<file path="config.mk">
export PLATFORM = sky130hd
export DESIGN_NAME = depth_test_writer_flat
export DESIGN_NICKNAME = d
export VERILOG_FILES = /design/src/rtl/raster_pkg.sv /design/src/rtl/depth_test_writer_if.sv /design/src/rtl/depth_forward_unit.sv /design/src/rtl/depth_test_writer.sv /design/src/flat_wrapper.sv
export SDC_FILE = /design/constraint.sdc
export NUM_CORES = 1
export LEC_CHECK = 0
export BUFFER_PORTS_ARGS = -buffer_cell sky130_fd_sc_hd__clkbuf_2
export CORE_UTILIZATION = 45
export DETAILED_ROUTE_END_ITERATION = 12
export PLACE_DENSITY = 0.67
export SLEW_MARGIN = 30
export SYNTH_ARGS = -nofsm -noshare
export SYNTH_HDL_FRONTEND = slang
export SYNTH_HIERARCHICAL = 1
export SYNTH_SLANG_ARGS = --single-unit
</file>
<file path="constraint.sdc">
create_clock -name clk -period 10.9 [get_ports clk]
set_input_delay 1.09 -clock clk [delete_from_list [all_inputs] [get_ports clk]]
set_output_delay 1.09 -clock clk [all_outputs]
set_load 0.005 [all_outputs]
</file>
<file path="src/rtl/raster_pkg.sv">
// Shared types and default geometry for the rasterizer back end.
package raster_pkg;

  localparam int DFLT_FB_WIDTH  = 160;
  localparam int DFLT_FB_HEIGHT = 120;
  localparam int FB_ADDRW       = $clog2(DFLT_FB_WIDTH * DFLT_FB_HEIGHT);
  localparam int DEPTH_WIDTH    = 12;
  localparam int COLR_WIDTH     = 4;

  typedef enum logic [1:0] {
    ST_RUN   = 2'd0,
    ST_DRAIN = 2'd1,
    ST_CLEAR = 2'd2
  } state_t;

  typedef struct packed {
    logic [FB_ADDRW-1:0]    addr;
    logic [DEPTH_WIDTH-1:0] depth;
    logic [COLR_WIDTH-1:0]  colr;
  } frag_t;

  function automatic logic [31:0] sat_inc(input logic [31:0] v);
    return (v == 32'hFFFF_FFFF) ? v : v + 32'd1;
  endfunction

endpackage

</file>
<file path="src/rtl/depth_test_writer_if.sv">
// Fragment stream, clear control and buffer write-side signals of the depth test writer.
interface depth_test_writer_if;
  import raster_pkg::*;

  logic                   frag_valid;
  logic                   frag_ready;
  logic [FB_ADDRW-1:0]    frag_addr;
  logic [DEPTH_WIDTH-1:0] frag_depth;
  logic [COLR_WIDTH-1:0]  frag_colr;
  logic                   clear_start;
  logic                   clear_busy;
  logic                   clear_done;
  logic [FB_ADDRW-1:0]    db_addr_read;
  logic [DEPTH_WIDTH-1:0] db_data_read;
  logic [FB_ADDRW-1:0]    db_addr_write;
  logic [DEPTH_WIDTH-1:0] db_data_write;
  logic                   db_write_enable;
  logic [FB_ADDRW-1:0]    fb_addr_write;
  logic [COLR_WIDTH-1:0]  fb_data_write;
  logic                   fb_write_enable;
  logic [31:0]            pass_count;
  logic [31:0]            fail_count;

  modport master (
    output frag_valid, frag_addr, frag_depth, frag_colr, clear_start, db_data_read,
    input  frag_ready, clear_busy, clear_done, db_addr_read, db_addr_write, db_data_write,
           db_write_enable, fb_addr_write, fb_data_write, fb_write_enable, pass_count, fail_count
  );

  modport slave (
    input  frag_valid, frag_addr, frag_depth, frag_colr, clear_start, db_data_read,
    output frag_ready, clear_busy, clear_done, db_addr_read, db_addr_write, db_data_write,
           db_write_enable, fb_addr_write, fb_data_write, fb_write_enable, pass_count, fail_count
  );

endinterface

</file>
<file path="src/rtl/depth_forward_unit.sv">
// Picks the freshest stored depth (W1, then W2, then RAM) and runs the LESS test; purely combinational.
module depth_forward_unit
  import raster_pkg::*;
(
  input  logic [FB_ADDRW-1:0]    i_addr,
  input  logic [DEPTH_WIDTH-1:0] i_depth,
  input  logic [DEPTH_WIDTH-1:0] i_ram_depth,
  input  logic                   i_w1_hit,
  input  logic [FB_ADDRW-1:0]    i_w1_addr,
  input  logic [DEPTH_WIDTH-1:0] i_w1_depth,
  input  logic                   i_w2_hit,
  input  logic [FB_ADDRW-1:0]    i_w2_addr,
  input  logic [DEPTH_WIDTH-1:0] i_w2_depth,
  output logic                   o_pass
);

  logic [DEPTH_WIDTH-1:0] w_eff_depth;

  // W1 is applied last so it overrides an older W2 match on the same pixel.
  always_comb begin
    w_eff_depth = i_ram_depth;
    if (i_w2_hit && (i_w2_addr == i_addr)) w_eff_depth = i_w2_depth;
    if (i_w1_hit && (i_w1_addr == i_addr)) w_eff_depth = i_w1_depth;
  end

  assign o_pass = (i_depth < w_eff_depth);

endmodule

</file>
<file path="src/rtl/depth_test_writer.sv">
// Depth-tests fragments (1/cycle, write strobes 2 cycles after accept) and clears both buffers on request.
// frag_ready drops while a clear is requested, draining or running; there is no downstream backpressure.
module depth_test_writer
  import raster_pkg::*;
#(
  parameter int                     FB_WIDTH    = DFLT_FB_WIDTH,
  parameter int                     FB_HEIGHT   = DFLT_FB_HEIGHT,
  parameter logic [DEPTH_WIDTH-1:0] CLEAR_DEPTH = DEPTH_WIDTH'(4095),
  parameter logic [COLR_WIDTH-1:0]  CLEAR_COLR  = COLR_WIDTH'(0)
) (
  input  logic               clk,
  input  logic               rst,
  depth_test_writer_if.slave dtw
);

  localparam int                PIXELS    = FB_WIDTH * FB_HEIGHT;
  localparam logic [FB_ADDRW:0] LAST_ADDR = (FB_ADDRW + 1)'(PIXELS - 1);

  state_t                 r_state;
  frag_t                  r_s1;
  logic                   r_s1_vld;
  logic                   r_w1_vld;
  logic                   r_w1_hit;
  logic [FB_ADDRW-1:0]    r_w1_addr;
  logic [DEPTH_WIDTH-1:0] r_w1_depth;
  logic                   r_w2_hit;
  logic [FB_ADDRW-1:0]    r_w2_addr;
  logic [DEPTH_WIDTH-1:0] r_w2_depth;
  logic [FB_ADDRW:0]      r_clr_addr;
  logic                   r_busy;
  logic                   r_done;
  logic [FB_ADDRW-1:0]    r_wr_addr;
  logic [DEPTH_WIDTH-1:0] r_db_data;
  logic [COLR_WIDTH-1:0]  r_fb_data;
  logic                   r_we;
  logic [31:0]            r_pass_cnt;
  logic [31:0]            r_fail_cnt;

  logic  w_frag_ready;
  logic  w_accept;
  logic  w_pass;
  frag_t w_frag;

  assign w_frag_ready = (r_state == ST_RUN) && !dtw.clear_start;
  assign w_accept     = dtw.frag_valid && w_frag_ready;
  assign w_frag       = {dtw.frag_addr, dtw.frag_depth, dtw.frag_colr};

  assign dtw.frag_ready      = w_frag_ready;
  assign dtw.db_addr_read    = dtw.frag_addr;
  assign dtw.clear_busy      = r_busy;
  assign dtw.clear_done      = r_done;
  assign dtw.db_addr_write   = r_wr_addr;
  assign dtw.db_data_write   = r_db_data;
  assign dtw.db_write_enable = r_we;
  assign dtw.fb_addr_write   = r_wr_addr;
  assign dtw.fb_data_write   = r_fb_data;
  assign dtw.fb_write_enable = r_we;
  assign dtw.pass_count      = r_pass_cnt;
  assign dtw.fail_count      = r_fail_cnt;

  depth_forward_unit u_fwd (
    .i_addr      (r_s1.addr),
    .i_depth     (r_s1.depth),
    .i_ram_depth (dtw.db_data_read),
    .i_w1_hit    (r_w1_hit),
    .i_w1_addr   (r_w1_addr),
    .i_w1_depth  (r_w1_depth),
    .i_w2_hit    (r_w2_hit),
    .i_w2_addr   (r_w2_addr),
    .i_w2_depth  (r_w2_depth),
    .o_pass      (w_pass)
  );

  always_ff @(posedge clk) begin
    if (rst) begin
      r_state    <= ST_RUN;
      r_s1       <= '0;
      r_s1_vld   <= 1'b0;
      r_w1_vld   <= 1'b0;
      r_w1_hit   <= 1'b0;
      r_w1_addr  <= '0;
      r_w1_depth <= '0;
      r_w2_hit   <= 1'b0;
      r_w2_addr  <= '0;
      r_w2_depth <= '0;
      r_clr_addr <= '0;
      r_busy     <= 1'b0;
      r_done     <= 1'b0;
      r_wr_addr  <= '0;
      r_db_data  <= '0;
      r_fb_data  <= '0;
      r_we       <= 1'b0;
      r_pass_cnt <= '0;
      r_fail_cnt <= '0;
    end else begin
      r_done     <= 1'b0;
      r_we       <= 1'b0;
      r_s1_vld   <= w_accept;
      if (w_accept) r_s1 <= w_frag;
      r_w1_vld   <= r_s1_vld;
      r_w1_hit   <= r_s1_vld && w_pass;
      r_w1_addr  <= r_s1.addr;
      r_w1_depth <= r_s1.depth;
      r_w2_hit   <= r_w1_hit;
      r_w2_addr  <= r_w1_addr;
      r_w2_depth <= r_w1_depth;

      if (r_s1_vld) begin
        if (w_pass) begin
          r_we       <= 1'b1;
          r_wr_addr  <= r_s1.addr;
          r_db_data  <= r_s1.depth;
          r_fb_data  <= r_s1.colr;
          r_pass_cnt <= sat_inc(r_pass_cnt);
        end else begin
          r_fail_cnt <= sat_inc(r_fail_cnt);
        end
      end

      case (r_state)
        ST_RUN: begin
          if (dtw.clear_start) begin
            r_busy     <= 1'b1;
            r_clr_addr <= '0;
            r_state    <= (r_s1_vld || r_w1_vld) ? ST_DRAIN : ST_CLEAR;
          end
        end
        ST_DRAIN: begin
          if (!r_s1_vld && !r_w1_vld) r_state <= ST_CLEAR;
        end
        ST_CLEAR: begin
          // One spare cycle after the last write so a fragment accepted on return reads cleared data.
          if (r_clr_addr <= LAST_ADDR) begin
            r_we       <= 1'b1;
            r_wr_addr  <= r_clr_addr[FB_ADDRW-1:0];
            r_db_data  <= CLEAR_DEPTH;
            r_fb_data  <= CLEAR_COLR;
            r_clr_addr <= r_clr_addr + 1'b1;
            if (r_clr_addr == LAST_ADDR) begin
              r_done     <= 1'b1;
              r_pass_cnt <= '0;
              r_fail_cnt <= '0;
              r_w1_vld   <= 1'b0;
              r_w1_hit   <= 1'b0;
              r_w2_hit   <= 1'b0;
            end
          end else begin
            r_busy  <= 1'b0;
            r_state <= ST_RUN;
          end
        end
        default: r_state <= ST_RUN;
      endcase
    end
  end

endmodule

</file>
<file path="src/flat_wrapper.sv">
// flat-port wrapper written by rule: the top's interface ports become plain ports
module depth_test_writer_flat import raster_pkg::*;
#(
  parameter int                     FB_WIDTH    = DFLT_FB_WIDTH,
  parameter int                     FB_HEIGHT   = DFLT_FB_HEIGHT,
  parameter logic [DEPTH_WIDTH-1:0] CLEAR_DEPTH = DEPTH_WIDTH'(4095),
  parameter logic [COLR_WIDTH-1:0]  CLEAR_COLR  = COLR_WIDTH'(0)
)
  (clk, rst, dtw_frag_valid, dtw_frag_addr, dtw_frag_depth, dtw_frag_colr, dtw_clear_start, dtw_db_data_read, dtw_frag_ready, dtw_clear_busy, dtw_clear_done, dtw_db_addr_read, dtw_db_addr_write, dtw_db_data_write, dtw_db_write_enable, dtw_fb_addr_write, dtw_fb_data_write, dtw_fb_write_enable, dtw_pass_count, dtw_fail_count);
  depth_test_writer_if dtw_i ();
  input  logic clk;
  input  logic rst;
  input wire logic [$bits(dtw_i.frag_valid)-1:0] dtw_frag_valid;
  input wire logic [$bits(dtw_i.frag_addr)-1:0] dtw_frag_addr;
  input wire logic [$bits(dtw_i.frag_depth)-1:0] dtw_frag_depth;
  input wire logic [$bits(dtw_i.frag_colr)-1:0] dtw_frag_colr;
  input wire logic [$bits(dtw_i.clear_start)-1:0] dtw_clear_start;
  input wire logic [$bits(dtw_i.db_data_read)-1:0] dtw_db_data_read;
  output wire logic [$bits(dtw_i.frag_ready)-1:0] dtw_frag_ready;
  output wire logic [$bits(dtw_i.clear_busy)-1:0] dtw_clear_busy;
  output wire logic [$bits(dtw_i.clear_done)-1:0] dtw_clear_done;
  output wire logic [$bits(dtw_i.db_addr_read)-1:0] dtw_db_addr_read;
  output wire logic [$bits(dtw_i.db_addr_write)-1:0] dtw_db_addr_write;
  output wire logic [$bits(dtw_i.db_data_write)-1:0] dtw_db_data_write;
  output wire logic [$bits(dtw_i.db_write_enable)-1:0] dtw_db_write_enable;
  output wire logic [$bits(dtw_i.fb_addr_write)-1:0] dtw_fb_addr_write;
  output wire logic [$bits(dtw_i.fb_data_write)-1:0] dtw_fb_data_write;
  output wire logic [$bits(dtw_i.fb_write_enable)-1:0] dtw_fb_write_enable;
  output wire logic [$bits(dtw_i.pass_count)-1:0] dtw_pass_count;
  output wire logic [$bits(dtw_i.fail_count)-1:0] dtw_fail_count;
  assign dtw_i.frag_valid = dtw_frag_valid;
  assign dtw_i.frag_addr = dtw_frag_addr;
  assign dtw_i.frag_depth = dtw_frag_depth;
  assign dtw_i.frag_colr = dtw_frag_colr;
  assign dtw_i.clear_start = dtw_clear_start;
  assign dtw_i.db_data_read = dtw_db_data_read;
  assign dtw_frag_ready = dtw_i.frag_ready;
  assign dtw_clear_busy = dtw_i.clear_busy;
  assign dtw_clear_done = dtw_i.clear_done;
  assign dtw_db_addr_read = dtw_i.db_addr_read;
  assign dtw_db_addr_write = dtw_i.db_addr_write;
  assign dtw_db_data_write = dtw_i.db_data_write;
  assign dtw_db_write_enable = dtw_i.db_write_enable;
  assign dtw_fb_addr_write = dtw_i.fb_addr_write;
  assign dtw_fb_data_write = dtw_i.fb_data_write;
  assign dtw_fb_write_enable = dtw_i.fb_write_enable;
  assign dtw_pass_count = dtw_i.pass_count;
  assign dtw_fail_count = dtw_i.fail_count;
  depth_test_writer #(.FB_WIDTH(FB_WIDTH), .FB_HEIGHT(FB_HEIGHT), .CLEAR_DEPTH(CLEAR_DEPTH), .CLEAR_COLR(CLEAR_COLR)) u_core (.clk(clk), .rst(rst), .dtw(dtw_i));
endmodule
</file>
Word level (Yosys, flattened, before mapping)
Index checks and enable logic that the tools add are counted.
- register bits: 205
- bits of input ports: 47
- output and inout port bits: 130
- logic and storage cells: 106
- muxes and demuxes: 51
- $lt $le $gt $ge: 2
- reduce and logical (&&, ||, !) cells: 16
- add/subtract/negate cells: 3
- bitwise logic cells: 2
- equal/unequal tests: 11
- operators with widths (cell ; count):
    $mux W32 ; 12
    $mux W12 ; 6
    $add A32 B1 Y32 const B ; 2
    $eq A32 B32 Y1 const B ; 2
    $mux W15 ; 4
    $mux W16 ; 2
    $pmux W16 S2 ; 1
    $eq A15 B15 Y1 ; 2
    $add A16 B1 Y16 const B ; 1
    $eq A16 B15 Y1 const B ; 1
    $le A16 B15 Y1 const B ; 1
    $mux W1 ; 16
    $mux W4 ; 4
    $lt A12 B12 Y1 ; 1
    $reduce_and A3 Y1 ; 3
    $mux W2 ; 4
    $logic_and A1 B1 Y1 ; 6
    $pmux W2 S3 ; 1
    $ne A2 B1 Y1 const B ; 2
    $ne A2 B2 Y1 const B ; 2
    $logic_not A1 Y1 ; 3
    $reduce_or A3 Y1 ; 1
    $eq A2 B1 Y1 const B ; 1
    $eq A2 B2 Y1 const B ; 1
    5 further kinds ; 6

Depth between registers and ports, before layout
Gate-level depths: netlist of run 1.
- word-level depth: 10
- gate-level depth with buffers: 18
- gate-level depth less buffers: 16

Cells and area by module
The synthesis of run 1 kept the hierarchy.
- by module, submodules not included (module ; cells each ; sequential area each (µm²) ; area each (µm²) ; instances):
    depth_test_writer ; 961 ; 4103.9 ; 8254.2 ; 1
    depth_forward_unit ; 95 ; 0.0 ; 852.1 ; 1

Worst setup path after synthesis of run 1
No wires, ideal clock.
- kind: reg-to-reg
- start: reg u_core/r_s1[25] (netlist name)
- end: reg u_core.r_pass_cnt[31] (netlist: u_core/dtw.pass_count[31])
- buffers on the path: 1
- setup slack: 6.261 ns
- cell stages (with the launch flop): 18
- setup time: 0.070 ns
- data required time: 10.830 ns
- period minus slack after synthesis: 4.639 ns
- arrival: 4.570 ns
- cell sequence: dfxtp_1 -> xnor2_1 -> nand4_1 -> nor4_2 -> buf_4 -> mux2_1 -> mux2i_1 -> ha_1 -> a21oi_1 -> a21boi_0 -> o311ai_0 -> nand4_1 -> o211ai_1 -> nand2_2 -> or4_1 -> a211o_1 -> or4_1 -> a21oi_1
- word-level cells in the longest chain between the ends: 10
- elaborated cells between the ends (all ways): 12
- those cells by class: 1 x order compare; 2 x eq/ne; 7 x mux; 2 x reduce/logical
- RTL lines (what ; RTL line ; RTL):
    from (decl) ; depth_test_writer.sv:20 ; frag_t r_s1;
    from (signal assigned) ; depth_test_writer.sv:99 ; if (w_accept) r_s1 <= w_frag;
    $eq A15 B15 Y1 ; depth_forward_unit.sv:22 ; if (i_w2_hit && (i_w2_addr == i_addr)) w_eff_depth = i_w2_depth;
    $logic_and A1 B1 Y1 ; depth_forward_unit.sv:22 ;
    $mux W12 ; depth_forward_unit.sv:22 ;
    $mux W12 (*) ; depth_forward_unit.sv:23 ; if (i_w1_hit && (i_w1_addr == i_addr)) w_eff_depth = i_w1_depth;
    $lt A12 B12 Y1 (*) ; depth_forward_unit.sv:26 ; assign o_pass = (i_depth < w_eff_depth);
    via u_core.w_pass ; depth_test_writer.sv:41 ; logic w_pass;
    $mux W32 (*) ; depth_test_writer.sv:109 ; if (w_pass) begin
    $mux W32 (*) ; depth_test_writer.sv:108 ; if (r_s1_vld) begin
    $mux W32 ; depth_test_writer.sv:139 ; if (r_clr_addr == LAST_ADDR) begin
    $mux W32 ; depth_test_writer.sv:133 ; if (r_clr_addr <= LAST_ADDR) begin
    $mux W32 (*) ; depth_test_writer.sv:120 ; case (r_state)
    to (signal assigned) ; depth_test_writer.sv:114 ; r_pass_cnt <= sat_inc(r_pass_cnt);
    to (decl) ; depth_test_writer.sv:36 ; logic [31:0] r_pass_cnt;
Mark *: on every way through the listed nets, which the timed path passes. The rest lies on a longest branch.
A chain may end at the register's enable or synchronous reset.

Final worst setup path of run 1
- start: reg u_core/r_s1[20] (netlist name)
- end: reg u_core.r_pass_cnt[31] (netlist: u_core/dtw.pass_count[31])
Same word-level chain as after synthesis.

==> flow_summary.yaml, run 1 <==
die:
  ios: 177
  die_w_um: 144
  rows: 51
  initial_core_util_pct: 46.3
  dieArea_um2: 20800
  die_h_um: 144
  core_region_area_um2: 19700
worst_setup_path:
  startpoint: "u_core/r_s1[20]$_SDFFE_PP0P_"
  cp_max_fo: 42
  required_ps: 11320
  crit_path_end_kind: "flop"
  worstSetupPathType: "flop to flop"
  crit_path_start_kind: "flop"
  worstReg2RegStart: "u_core/r_s1[20]$_SDFFE_PP0P_"
  reg2reg_slack_ps: 4940
  arrival_ps: 6390
sta:
  setup_viol: 0
  finalMaxSlewViolations: 0
  fmax_mhz: 168
  worst_pin_slew_ps: 887
  rsz0062_at_grt: "no"
  fin_crit_ps: 5960
  setup_tns_ps: 0
  finalHoldViolCount: 0
  slew_headroom_pct: 40.7
  whs_ps: 455
  post-route-period-util_pct: 54.7
  clock_skew_ps: 14.0
logic_synthesis:
  synth_edf_count: 0
  synth_fp_nets: 1117
  yosysUniqueCellTypes: 57
  ys_ff_latch: 205
  synth_area_leaders: "dfxtp_1 (45%), nand2_1 (6.8%), a21oi_1 (4.8%)"
  yosysTopAreaCell: "dfxtp_1"
  synth_top_area_share_pct: 45.1
  synthTopCellsByCount: "dfxtp_1 (205), nand2_1 (165), a21oi_1 (88), nor2_1 (60), nor2b_1 (54)"
  yosys_warnings: 6
  async_reset_ff_share_pct: 0
  synth_most_common_cell: "dfxtp_1"
  avgSynthCellArea_um2: 8.62
  seq_area_frac_synth_pct: 45.1
  netlist_area_um2: 9110
  syn_inst: 1056
  synth-main-ff-cell: "dfxtp_1"
final_layout:
  finalNonFillerCells: 1453
  antenna_cells: 0
  area_delta_synth_final_pct: 17.0
  drive_gt1_share_pct: 19.5
  nets: 1234
min_path:
  hp-start: "u_core/r_s1[2]$_SDFFE_PP0P_"
  hold_path_class: "flop to flop"
drt:
  drt-initial-drc-count: 377
  remaining_drc_errors: 0
  wl_per_cell_um: 15.3
  avgViaCountPerCell: 5.39
  drtPass1Iterations: 5
  vias: 7832
  ant_nets: 0
  totalWireLength_um: 22200
power:
  ir_worst_vdd_mv: 0.135
  p_per_area_nw_per_um2: 155
  p_sw_uw: 383
  seqPwrFrac_pct: 48.1
  pwr-share-clk_pct: 44.8
  sw_frac_of_total_pct: 23.3
  p_comb_share_pct: 7.1
  p_int_uw: 1260
  p_leak_uw: 0.00409
placed_design:
  hpwl_um: 15200
  io_buffers: 176
  place_congestion: 0.814
  place_inst: 1413
job:
  maxCapViolations: 0
global_routing:
  grt_start_max_net_pins: 69
  antenna_found_initial: 0
  grt_pass1_wl_um: 35800
  grt_use_total_pct: 21.3
  grt_pass1_vias: 7093
  grt-ovfl-total: 0
clocking:
  cts.repair.resized: 0
  cts_buffers: 22
  cts_tree: "yes"
  cts-root-buf: "clkbuf_16"
  cts_buffer_depth: 3
  cts_num_sinks: 205
  htreeDepth: 1
  cts_setup_buffers: 0
  clk_latency_ps: 510
  holdBufCountCts: 0
  clk_pin_slew_ps: 60
outcome:
  status: "complete, no violations"
layout by cell type (no fill, tap or decap), drive strengths merged, types with 22 or more instances in the layout:
master / count
a21oi: 88
clkbuf: 208
dfxtp: 205
nand2: 166
nand3: 34
nand4: 33
nor2: 60
nor2b: 54
o21ai: 25
or3: 25
or4: 22
xnor2: 50
layer usage:
| metal | vias up | GRT usage (%) | part of all wire, % |
|---|---|---|---|
| li1 | 3918 | - | - |
| met1 | 3669 | 29.1 | 47 |
| met2 | 218 | 35.1 | 46 |
| met3 | 27 | 3.18 | 5.5 |
| met4 | 0 | 5.10 | 1.7 |
| met5 | - | 0 | 0 |
flip-flops by register name, indices dropped and copies added (netlist names), 4 cells and up:
signal and cells:
u_core/r_w2_addr 15, u_core/r_w2_depth 12, u_core/r_w1_addr 15, u_core/dtw.pass_count 32, u_core/dtw.db_data_write 12, u_core/r_w1_depth 12, u_core/dtw.db_addr_write 15, u_core/r_clr_addr 16
u_core/r_s1 31, u_core/dtw.fb_data_write 4, u_core/dtw.fail_count 32
cell families after synthesis:
logic type / Yosys count / synth area share [%]
adder cells (fa/ha/maj): 14 / 1.92
buffers and inverters: 102 / 5.74
XOR/XNOR: 54 / 5.19
flip-flops: 205 / 45.1
multiplexers: 29 / 3.34
AO/OA/AOI/OAI: 189 / 12.7
AND/OR/NAND/NOR: 463 / 26.1
critical path, cell delays in order, from the launching register on:
cell	delay, ps
dfxtp_1	410
xnor2_1	160
nand4_1	120
or4_1	900
mux2i_1	290
ha_1	280
a21oi_1	140
a21boi_0	90
o311ai_0	540
nand4_1	160
o211ai_1	340
nand2_2	580
or4_1	730
a211o_1	460
or4_1	520
a21oi_1	160
worst paths after layout:
path	to	cells after the start
worst max-delay path	u_core/dtw.pass_count[31]$_SDFF_PP0_	15
worst min-delay path	u_core/dtw.fb_data_write[2]$_SDFF_PP0_	2
worst max register to register	u_core/dtw.pass_count[31]$_SDFF_PP0_	15
worst min register to register	u_core/dtw.fb_data_write[2]$_SDFF_PP0_	2
area by class of cell:
type                       count  area [µm²]
inverter                      12        45.0
clock inverter                 6        66.3
multi-input combinational    749        4510
tap                          265         332
fill                        1915        9000
sequential                   205        4100
clock buffer                  33         662
timing repair buffer         183         936
through the flow:
stage / total power [µW] / setup WS, ps / instance area [µm²] / utilization, %
6_report: 1650 / 4940 / 10700 / 54.2
3_3_place_gp: 923 / 5150 / 9900 / 50.4
2_1_floorplan: 884 / 6260 / 9110 / -
4_1_cts: 1670 / 4980 / 10600 / 54.2
5_1_grt: 1710 / 4460 / 10700 / 54.2
3_5_place_dp: 925 / 5050 / 9920 / 50.5
power groups by stage:
stage	Combinational, µW	Clock (µW)	Sequential [µW]
global route	131	789	794
global placement	116	0	807
finish	117	739	791
floorplan	81.3	0	803
detailed placement	118	0	808
CTS	118	759	791
Note: power is estimated with default switching activity, not from simulation.
==> run 2, diff against run 1 <==
--- a/config.mk
+++ b/config.mk
@@ -8,7 +8,7 @@
 export BUFFER_PORTS_ARGS = -buffer_cell sky130_fd_sc_hd__clkbuf_2
 export CORE_UTILIZATION = 45
 export DETAILED_ROUTE_END_ITERATION = 12
-export PLACE_DENSITY = 0.67
+export PLACE_DENSITY = 0.7
 export SLEW_MARGIN = 30
 export SYNTH_ARGS = -nofsm -noshare
 export SYNTH_HDL_FRONTEND = slang
==> constraint.sdc (replaced) <==
create_clock -name clk -period 5.3 [get_ports clk]
set_input_delay 0.53 -clock clk [delete_from_list [all_inputs] [get_ports clk]]
set_output_delay 0.53 -clock clk [all_outputs]
set_load 0.005 [all_outputs]
==> flow_summary.yaml, run 2 (same netlist as run 1, synthesis figures left out) <==
worst_setup_path:
  cp_slowest_stage_delay_ps: 590
  critical_path.slowest_cell: "or4_1"
  worstReg2RegStart: "u_core/r_s1[25]$_SDFFE_PP0P_"
  reg2reg_slack_ps: 330
  arrival_ps: 5410
  cp_max_fo: 16
  r2r-end: "u_core/dtw.pass_count[31]$_SDFF_PP0_"
  crit_path_start_kind: "flop"
  crit_path_end_kind: "flop"
  rr_worst_depth: 18
  required_ps: 5740
  worstSetupPathType: "flop to flop"
  cp_cell_sequence: "xnor2_1 > nand4_1 > nor4_2 > buf_6 > mux2_1 > mux2i_1 > ha_1 > a21oi_1 > a21boi_0 > o311ai_1 > buf_4 > nand4_1 > o211ai_1 > nand2_2 > or4_1 > a211o_4 > or4_1 > a21oi_1"
outcome:
  status: "complete, no violations"
clocking:
  cts_num_sinks: 205
  clk_latency_ps: 520
  clk_pin_slew_ps: 60
  holdBufCountCts: 0
  cts-root-buf: "clkbuf_16"
  cts_buffers: 23
  cts_tree: "yes"
  htreeDepth: 1
  cts_buffer_depth: 3
sta:
  setup_viol: 0
  rsz0062_at_grt: "no"
  post-route-period-util_pct: 93.9
  fmax_mhz: 201
  worst_slack_ps: 325
  worst_pin_slew_ps: 871
  finalMaxSlewViolations: 0
  finalHoldViolCount: 0
  setup_tns_ps: 0
  clock_skew_ps: 14.4
  fin_crit_ps: 4970
  slew_headroom_pct: 41.5
drt:
  ant_nets: 0
  totalWireLength_um: 22500
  wl_met3_um: 1130
  met1_length_um: 10400
  drt-initial-drc-count: 389
  drtPass1Iterations: 5
  vias: 7967
  remaining_drc_errors: 0
  top_layer_used: "met4"
  route.met2.wl_um: 10600
  wl_per_cell_um: 15.3
  avgViaCountPerCell: 5.43
die:
  initial_core_util_pct: 46.3
  ios: 177
  rows: 51
  core_region_area_um2: 19700
  die_h_um: 144
  dieArea_um2: 20800
  die_w_um: 144
final_layout:
  seq_area_um2: 4110
  final_common_cell: "dfxtp_1"
  finalNonFillerCells: 1468
  fill_cells: 1789
  drive_gt1_share_pct: 20.8
  layout_common_cells: "dfxtp_1 (202), clkbuf_2 (175), nand2_1 (165), a21oi_1 (87), nor2_1 (60)"
  antenna_cells: 0
  fin_util_pct: 55.0
  multi_input_area_um2: 4510
  nets: 1248
  area_delta_synth_final_pct: 18.7
power:
  p_sw_uw: 824
  seqPwrFrac_pct: 46.4
  p_leak_uw: 0.00418
  p_comb_share_pct: 7.1
  pwr-share-clk_pct: 46.5
  ir_worst_vdd_mv: 0.286
  sw_frac_of_total_pct: 23.5
  p_int_uw: 2680
  p_per_area_nw_per_um2: 324
min_path:
  min_delay_path_depth: 3
  holdPathEnd: "u_core/r_s1[3]$_SDFFE_PP0P_"
  hp-start: "dtw_frag_colr[3]"
  hold_path_class: "input port to flop"
placed_design:
  hpwl_um: 15200
  io_buffers: 176
  place_congestion: 0.825
  place_inst: 1423
  preCtsSetupSlack_ps: 151
job:
  maxCapViolations: 0
global_routing:
  grt_pass1_vias: 7233
  grt_start_max_net_pins: 77
  grt_pass1_wl_um: 36000
  antenna_found_initial: 0
  grt_use_total_pct: 21.5
  grt-ovfl-total: 0
run 2: changes by cell type in the layout (fill, tap and decap cells not counted), sizes merged:
cell / before / now
buf: 8 / 21
bufinv: 1 / 2
clkbuf: 208 / 210
clkinv: 5 / 2
inv: 12 / 14
run 2: worst max path at each step:
stage / startpoint / end
global route: u_core/r_s1[25]$_SDFFE_PP0P_ / u_core/dtw.pass_count[31]$_SDFF_PP0_
CTS: u_core/r_s1[23]$_SDFFE_PP0P_ / u_core/dtw.pass_count[31]$_SDFF_PP0_
finish: u_core/r_s1[25]$_SDFFE_PP0P_ / u_core/dtw.pass_count[31]$_SDFF_PP0_
detailed placement: u_core/r_s1[23]$_SDFFE_PP0P_ / u_core/dtw.pass_count[31]$_SDFF_PP0_
global placement: u_core/r_s1[23]$_SDFFE_PP0P_ / u_core/dtw.pass_count[31]$_SDFF_PP0_
floorplan: u_core/r_s1[25]$_SDFFE_PP0P_ / u_core/dtw.pass_count[31]$_SDFF_PP0_
run 2: per-stage QoR:
step | hold slack (ps) | power [µW] | cell area [µm²]
final | 227 | 3510 | 10800
after global routing | 226 | 3640 | 10800
after CTS | 205 | 3540 | 10800
after detailed placement | 448 | 1910 | 9980
after global placement | 437 | 1900 | 9970
after floorplan | 429 | 1820 | 9110
run 2: timing repair:
| item | CTS | global route |
|---|---|---|
| gates resized for setup | 0 | 8 |
| setup endpoints to repair | 0 | 9 |
| buffers inserted | 0 | 4 |
run 2: power by group through the flow:
stage                     combinational, µW  sequential [µW]  clock, µW
after floorplan                         167             1650          0
after global placement                  244             1660          0
after detailed placement                247             1660          0
after CTS                               249             1630       1660
after global routing                    277             1630       1730
final                                   248             1630       1630
run 2: area by class of cell:
class / count / area share, %
sequential: 205 / 38.0
tap: 265 / 3.07
multi-input combinational: 749 / 41.7
clock buffer: 35 / 6.30
timing repair buffer: 196 / 9.57
clock inverter: 6 / 0.914
inverter: 12 / 0.417
run 2: critical path, delay by kind of cell (launching register included):
kind            cells  cell delay, ps
compound gates      6            1400
fa+ha+maj           1             280
buf+inv             2             380
xor+xnor            1             140
mux                 2             480
simple gates        6            1800
flops               1             410
run 2: routing by layer:
layer	track usage, %	vias up
met5	0	-
met4	5.93	0
met3	3.54	32
met2	35.7	228
met1	28.6	3750
li1	-	3957
==> run 3, diff against run 2 <==
--- a/config.mk
+++ b/config.mk
@@ -6,9 +6,9 @@
 export NUM_CORES = 1
 export LEC_CHECK = 0
 export BUFFER_PORTS_ARGS = -buffer_cell sky130_fd_sc_hd__clkbuf_2
-export CORE_UTILIZATION = 45
+export CORE_UTILIZATION = 38
 export DETAILED_ROUTE_END_ITERATION = 12
-export PLACE_DENSITY = 0.7
+export GPL_TIMING_DRIVEN = 0
 export SLEW_MARGIN = 30
 export SYNTH_ARGS = -nofsm -noshare
 export SYNTH_HDL_FRONTEND = slang
==> flow_summary.yaml, run 3 (same netlist as run 1, synthesis figures left out) <==
clocking:
  cts_num_sinks: 205
  cts_buffers: 23
  htreeDepth: 1
  clk_pin_slew_ps: 60
  cts_tree: "yes"
  cts_buffer_depth: 3
  holdBufCountCts: 0
  cts-root-buf: "clkbuf_16"
  clk_latency_ps: 510
final_layout:
  area_delta_synth_final_pct: 22.9
  drive_gt1_share_pct: 22.2
  nets: 1321
  multi_input_area_um2: 4510
  fill_cells: 2336
  antenna_cells: 0
  layout_common_cells: "dfxtp_1 (194), clkbuf_2 (176), nand2_1 (165), a21oi_1 (87), nor2_1 (60)"
  final_common_cell: "dfxtp_1"
  seq_area_um2: 4120
  fin_util_pct: 47.7
worst_setup_path:
  required_ps: 5730
  critical_path.slowest_cell: "or4_1"
  cp_slowest_stage_delay_ps: 590
  crit_path_end_kind: "flop"
  worstSetupPathType: "flop to flop"
  cp_max_fo: 10
  crit_path_start_kind: "flop"
  cp_cell_sequence: "xnor2_1 > nand4_1 > nor4_4 > buf_6 > mux2_1 > mux2i_1 > ha_1 > a21oi_1 > a21boi_0 > o311ai_2 > nand4_1 > o211ai_1 > buf_4 > nand2_2 > or4_1 > a211o_4 > buf_2 > or3_1 > a21oi_1"
  reg2reg_slack_ps: 260
  arrival_ps: 5460
die:
  rows: 56
  dieArea_um2: 24600
  die_h_um: 157
  core_region_area_um2: 23500
  ios: 177
  initial_core_util_pct: 38.8
  die_w_um: 157
sta:
  clock_skew_ps: 14.9
  fin_crit_ps: 5040
  rsz0062_at_grt: "no"
  fmax_mhz: 199
  post-route-period-util_pct: 95.0
  finalHoldViolCount: 0
  worst_pin_slew_ps: 876
  slew_headroom_pct: 41.1
  finalMaxSlewViolations: 0
  worst_slack_ps: 264
  setup_tns_ps: 0
  setup_viol: 0
power:
  p_per_area_nw_per_um2: 311
  p_leak_uw: 0.00432
  ir_worst_vdd_mv: 0.183
drt:
  vias: 8229
  avgViaCountPerCell: 5.17
  drtPass1Iterations: 5
  drt-initial-drc-count: 453
  ant_nets: 0
  totalWireLength_um: 24900
  remaining_drc_errors: 0
  wl_per_cell_um: 15.7
placed_design:
  preCtsSetupSlack_ps: -469
  io_buffers: 176
  place_congestion: 0.895
  hpwl_um: 18300
global_routing:
  grt_use_total_pct: 20.1
  antenna_found_initial: 0
  grt_start_max_net_pins: 13
  grt_pass1_wl_um: 39400
  grt_pass1_vias: 7493
  grt-ovfl-total: 0
outcome:
  status: "complete, no violations"
job:
  maxCapViolations: 0
min_path:
  hold_path_class: "input port to flop"
-- run 3: cell count changes in the layout (fill, tap and decap cells not counted), moves of 2 or more --
cell      previous run  this run
buf_1                0         3
clkbuf_8             6         4
buf_2                1        10
clkbuf_1             6        46
buf_4               19        34
dfxtp_1            202       194
clkinv_2             2         4
dfxtp_2              3        11
-- run 3: per-layer routing --
metal  global-route usage, %  share of wire [%]  vias up
met2                    33.6                 46      209
met4                    5.14                2.1        0
li1                        -                  -     4110
met3                    3.07                4.7       33
met1                    26.8                 47     3877
met5                       0                  0        -
-- run 3: stage by stage --
step | cells | area (µm²) | hold WS [ps] | total power, µW
2_1_floorplan | 1056 | 9110 | 429 | 1820
3_3_place_gp | 1551 | 10400 | 439 | 1940
3_5_place_dp | 1551 | 10400 | 449 | 1940
4_1_cts | 1590 | 11200 | 230 | 3530
5_1_grt | 1591 | 11200 | 240 | 3630
6_report | 1591 | 11200 | 247 | 3480
-- run 3: what timing repair did --
action,in CTS,in global routing
hold endpoints to repair,0,0
setup endpoints to repair,29,27
pin swaps,2,3
gates resized for setup,3,14
buffers inserted,2,1
-- run 3: layout make-up --
cell class | instances | share of cell area [%]
tap | 319 | 3.57
clock inverter | 8 | 0.861
timing repair buffer | 179 | 8.07
sequential | 205 | 36.8
buffer | 90 | 4.30
inverter | 12 | 0.402
clock buffer | 29 | 5.70
multi-input combinational | 749 | 40.3
-- run 3: final timing paths --
check                               startpoint                                      to  depth (start not counted)
setup / recovery  u_core/r_s1[25]$_SDFFE_PP0P_    u_core/dtw.pass_count[21]$_SDFF_PP0_                         19
hold / removal                dtw_frag_colr[1]             u_core/r_s1[1]$_SDFFE_PP0P_                          3
setup reg to reg  u_core/r_s1[25]$_SDFFE_PP0P_    u_core/dtw.pass_count[21]$_SDFF_PP0_                         19
hold reg to reg    u_core/r_s1[3]$_SDFFE_PP0P_  u_core/dtw.fb_data_write[3]$_SDFF_PP0_                          2
-- run 3: power by group --
group	switching, µW	internal, µW
registers	42.7	1590
clock network	626	941
logic	158	127
total	827	2660
-- run 3: worst max-delay path, delay by kind of cell (launching register included) --
family	cells	cell delay, ps
buffers and inverters	3	570
AOI/OAI and AO/OA	6	1330
and+or+nand+nor	6	1750
DFF	1	400
xor gates and xnor gates	1	130
adders and majority gates	1	280
muxes	2	480
